`src/rtl/fir_sym_stream.sv`:
```
// Symmetric odd-tap FIR: pre-adder plus one multiplier, time-multiplexed
// over HALF MAC cycles per sample, with valid/ready streams and loadable taps.
module fir_sym_stream #(
    parameter int TAPS = 11,
    parameter int DW = 17,
    parameter int CW = 17,
    parameter int GW = 4,
    localparam int OW = DW + CW + GW,
    localparam int HALF = (TAPS + 1) / 2,
    localparam int CAW = $clog2(HALF)
) (
    input  logic                 clk,
    input  logic                 rst,
    input  logic                 clear,
    input  logic                 coef_we,
    input  logic [CAW-1:0]       coef_addr,
    input  logic signed [CW-1:0] coef_data,
    output logic                 coef_ready,
    input  logic                 in_valid,
    output logic                 in_ready,
    input  logic signed [DW-1:0] in_data,
    output logic                 out_valid,
    input  logic                 out_ready,
    output logic signed [OW-1:0] out_data
);

    localparam int IW = $clog2(HALF + 1);

    typedef enum logic [1:0] {S_IDLE, S_MAC, S_OUT} state_t;

    state_t r_state;
    state_t w_next;

    logic signed [DW-1:0] r_x [TAPS];
    logic signed [CW-1:0] r_c [HALF];
    logic signed [OW-1:0] r_acc;
    logic signed [OW-1:0] r_out;
    logic [IW-1:0]        r_idx;
    logic                 r_valid;

    logic                    w_accept;
    logic                    w_cwe;
    logic                    w_done;
    logic signed [CW-1:0]    w_coef;
    logic signed [DW-1:0]    w_xa;
    logic signed [DW-1:0]    w_xb;
    logic signed [DW:0]      w_pre;
    logic signed [DW+CW:0]   w_prod;
    logic signed [OW-1:0]    w_ext;

    assign w_accept = in_valid & in_ready & ~clear;
    assign w_cwe = coef_we & coef_ready & ~clear
                 & ({1'b0, coef_addr} < (CAW + 1)'(HALF));
    assign w_done = (r_idx == IW'(HALF));

    assign out_valid = r_valid;
    assign out_data = r_out;

    always_comb begin
        w_next = r_state;
        in_ready = 1'b0;
        coef_ready = 1'b0;
        unique case (r_state)
            S_IDLE: begin
                in_ready = 1'b1;
                coef_ready = 1'b1;
                if (in_valid) w_next = S_MAC;
            end
            S_MAC: if (w_done) w_next = S_OUT;
            S_OUT: if (out_ready) w_next = S_IDLE;
            default: w_next = S_IDLE;
        endcase
        if (clear) w_next = S_IDLE;
    end

    always_ff @(posedge clk or negedge rst) begin
        if (!rst) r_state <= S_IDLE;
        else      r_state <= w_next;
    end

    // The centre tap has no mirror partner, so its second pre-add operand is zero.
    always_comb begin
        w_coef = '0;
        w_xa = '0;
        w_xb = '0;
        for (int k = 0; k < HALF; k++) begin
            if (r_idx == IW'(k)) begin
                w_coef = r_c[k];
                w_xa = r_x[k];
                w_xb = (k == HALF - 1) ? '0 : r_x[TAPS-1-k];
            end
        end
    end

    assign w_pre = {w_xa[DW-1], w_xa} + {w_xb[DW-1], w_xb};
    assign w_prod = w_pre * w_coef;
    assign w_ext = {{(OW-DW-CW-1){w_prod[DW+CW]}}, w_prod};

    always_ff @(posedge clk or negedge rst) begin
        if (!rst) begin
            for (int k = 0; k < TAPS; k++) r_x[k] <= '0;
            for (int k = 0; k < HALF; k++) r_c[k] <= '0;
            r_acc <= '0;
            r_out <= '0;
            r_idx <= '0;
            r_valid <= 1'b0;
        end else if (clear) begin
            for (int k = 0; k < TAPS; k++) r_x[k] <= '0;
            r_valid <= 1'b0;
        end else begin
            if (w_cwe) r_c[coef_addr] <= coef_data;
            unique case (r_state)
                S_IDLE: begin
                    if (w_accept) begin
                        for (int k = TAPS - 1; k > 0; k--) r_x[k] <= r_x[k-1];
                        r_x[0] <= in_data;
                        r_acc <= '0;
                        r_idx <= '0;
                    end
                end
                S_MAC: begin
                    if (w_done) begin
                        r_out <= r_acc;
                        r_valid <= 1'b1;
                    end else begin
                        r_acc <= r_acc + w_ext;
                        r_idx <= r_idx + 1'b1;
                    end
                end
                S_OUT: if (out_ready) r_valid <= 1'b0;
                default: r_valid <= 1'b0;
            endcase
        end
    end

endmodule

```
`config.mk`:
```
export PLATFORM = sky130hd
export DESIGN_NAME = fir_sym_stream
export DESIGN_NICKNAME = d
export VERILOG_FILES = /design/src/rtl/fir_sym_stream.sv
export SDC_FILE = /design/constraint.sdc
export NUM_CORES = 2
export LEC_CHECK = 0
export BUFFER_PORTS_ARGS = -buffer_cell sky130_fd_sc_hd__buf_4
export CAP_MARGIN = 20
export CORE_MARGIN = 3
export CORE_UTILIZATION = 40
export CTS_CLUSTER_SIZE = 12
export DETAILED_ROUTE_END_ITERATION = 12
export MAX_ROUTING_LAYER = met4
export PLACE_DENSITY_LB_ADDON = 0.25
export SLEW_MARGIN = 20
export SYNTH_ARGS = -nofsm -noshare
export SYNTH_HDL_FRONTEND = slang
export SYNTH_SLANG_ARGS = --single-unit
```
`constraint.sdc`:
```
create_clock -name clk -period 15.1 [get_ports clk]
set_clock_uncertainty 0.1 [all_clocks]
set_input_delay 1.51 -clock clk [delete_from_list [all_inputs] [get_ports clk]]
set_output_delay 1.51 -clock clk [all_outputs]
set_load 0.01 [all_outputs]
```
==> reports/summary.txt <==
HPWL after DPL -> 58.7 mm
GPL Wtd Cong -> 0.898
Clock Tree Buf Depth -> 3
post-DR vias/cell -> 5.44
# IOs -> 84
layout cells sized above 1 -> 0.127
Synth area leader -> dfrtp_1
total track usage -> 0.217
worst-path maximum fanout -> 33
most common cell after layout, fill and taps aside -> inv_1
CP dominant cell by count -> fa_1
CTS Root Cell -> clkbuf_16
cts repair resizes -> 0
syn avg cell area -> 10.2 µm²
crit path DAT -> 12.66 ns
critical path class -> reg2reg
WL final -> 80.2 mm
outcome -> completed
Worst-Skew Late Latency -> 0.60 ns
Antenna diodes -> 0
final setup vio count -> 0
number of flops mapped to enable cells by yosys -> 0
CP Launch Type -> register
CP Capture Type -> register
worst endpoint required time -> 15.50 ns
synth unique cells -> 66
die width -> 280 µm
Initial DRT Pass Iterations -> 5
Tcrit/Tclk final -> 0.812
Slew @ Worst Pin -> 1.12 ns
vias in the first global route -> 23,027
total CTS buffers -> 44
Final Hold Fails -> 0
critical path's slowest cell -> xor2_1
drt wl/cell -> 20.3 µm
Core Box Area -> 73,600 µm²
pins over their slew limit -> 0
Die Height -> 280 µm
Max Cap Viol -> 0
die area -> 78,300 µm²
filler cell count -> 6,930
Max Clk Rate -> 81.5 MHz
clock slew at reported path FFs -> 0.06 ns
Slew HR -> 0.250
vias post-DR -> 21,462
DR iter-0 viols -> 1,483
H-tree Lvls -> 2
Cells after DPL -> 3,865
setup tns final -> 0 ns
aggregate global routing overflow -> 0
post-synthesis sequential area ratio -> 0.310
HP Class -> reg2reg
max incr delay on CP -> 0.85 ns
Final Net Count -> 3,505
PortBufs -> 83
postcts setup bufs -> 0
minimum clock period -> 12.26 ns
initial antenna violation count -> 0
Yosys top cell area share -> 0.310
antenna-violating nets left -> 0
cell area after synthesis -> 30,000 µm²
Layout Cells excl Fill -> 3,945
Post-synth ARST share -> 1.00
largest net degree at the start of global routing -> 119
top_reg_cell synth -> dfrtp_1
Ys Warns -> 0
ranking of synthesized cells by area -> dfrtp_1 31%, fa_1 25%, inv_1 6.0%, ha_1 5.8%, a22o_1 5.5%
Syn-to-layout area delta -> 10.5%
initial core utilization -> 0.407
first-pass GRT wire length -> 131 mm
Cells after Synth -> 2,934
hold_buf cts -> 0
Rows -> 99
TritonCTS clock tree -> built
number of synthesized register bits -> 371
most frequent cells in the layout -> 483 x inv_1, 371 x fa_1, 371 x dfrtp_1, 255 x nand2_1, 220 x nor2_1
Synthesized Nets -> 3,486
RSZ-0062 raised after global routing -> no
CTS sink cnt -> 371
number of remaining DRC errors -> 0
per-layer routing:
layer,wire (µm),global-route usage,vias up
met2,38100,0.348,578
met5,0,-,-
met3,4190,0.0312,104
li1,-,-,9698
met1,36000,0.291,11082
met4,1910,0.0555,0
cell type report:
cell class	count	area (µm²)	share of cell area
clock buffers	65	1310	0.0395
repair buffers	128	976	0.0294
multi-input cells	1925	18400	0.556
well taps	959	1200	0.0362
flip-flops and latches	371	9280	0.280
inverters	483	1810	0.0547
clock inverters	14	150	0.00453
worst max-delay path: cells and delay by family, from the launching register on:
family                   cells  cell delay, ns
adder cells (fa/ha/maj)     10            4.49
AO/OA/AOI/OAI               13            3.48
AND/OR/NAND/NOR              7            1.90
buffers and inverters        6            0.91
XOR/XNOR                     1            0.85
flip-flops                   1            0.41
cells in the mapped netlist (all sizes together), types with 5 or more instances:
cell type  instances
buf               16
dfrtp            371
a22o             187
xor2              25
nor3b              5
nor2             223
a21o              17
inv              483
o21a              12
nand2            257
fa               371
a21oi             72
and2              24
and3               5
nand4              6
nor2b             12
o311ai            37
a221oi            51
xnor2             44
o21ai            129
ha               138
clkbuf           139
mux2             140
nor3              30
nand2b            22
o211ai             5
a211oi            12
or2                7
nand3             45
flip-flops by register name (all words and copies together) (netlist names):
name       flops
r_acc         38
r_x          187
out_valid      1
r_idx          3
out_data      38
r_state        2
r_c          102
through the flow:
step	worst slack, ns	utilization	hold slack [ns]	instance area (µm²)
after floorplan	4.37	-	0.374	30000
after global placement	3.09	0.430	0.384	31600
after detailed placement	3.08	0.430	0.390	31600
after CTS	3.01	0.450	0.403	33100
after global routing	2.17	0.450	0.413	33100
final	2.84	0.450	0.398	33100
cell families (layout without fill, tap and decap cells):
logic type / after synthesis / in the layout / share of synthesized area
buffers and inverters: 638 / 690 / 0.0807
adder cells (fa/ha/maj): 509 / 509 / 0.305
XOR/XNOR: 69 / 69 / 0.0202
AO/OA/AOI/OAI: 554 / 554 / 0.136
multiplexers: 142 / 142 / 0.0532
flip-flops: 371 / 371 / 0.310
AND/OR/NAND/NOR: 651 / 651 / 0.0946
final timing paths:
check                                           from                     to  slack [ns]  cells after the start
worst max-delay path            r_idx[1]$_DFFE_PN0P_  r_acc[26]$_DFFE_PN0P_        2.84                     37
worst max register to register  r_idx[1]$_DFFE_PN0P_  r_acc[26]$_DFFE_PN0P_        2.84                     37
worst min-delay path             r_c[18]$_DFFE_PN0P_    r_c[18]$_DFFE_PN0P_        0.40                      1
worst min register to register   r_c[18]$_DFFE_PN0P_    r_c[18]$_DFFE_PN0P_        0.40                      1
min in group asynchronous                        rst   r_x[182]$_DFFE_PN0P_        0.84                      1
max in group asynchronous                        rst  r_acc[33]$_DFFE_PN0P_       10.97                      4
Power is not shown: default switching activity piles up to over one toggle a cycle in this logic, so the estimate is an artifact.
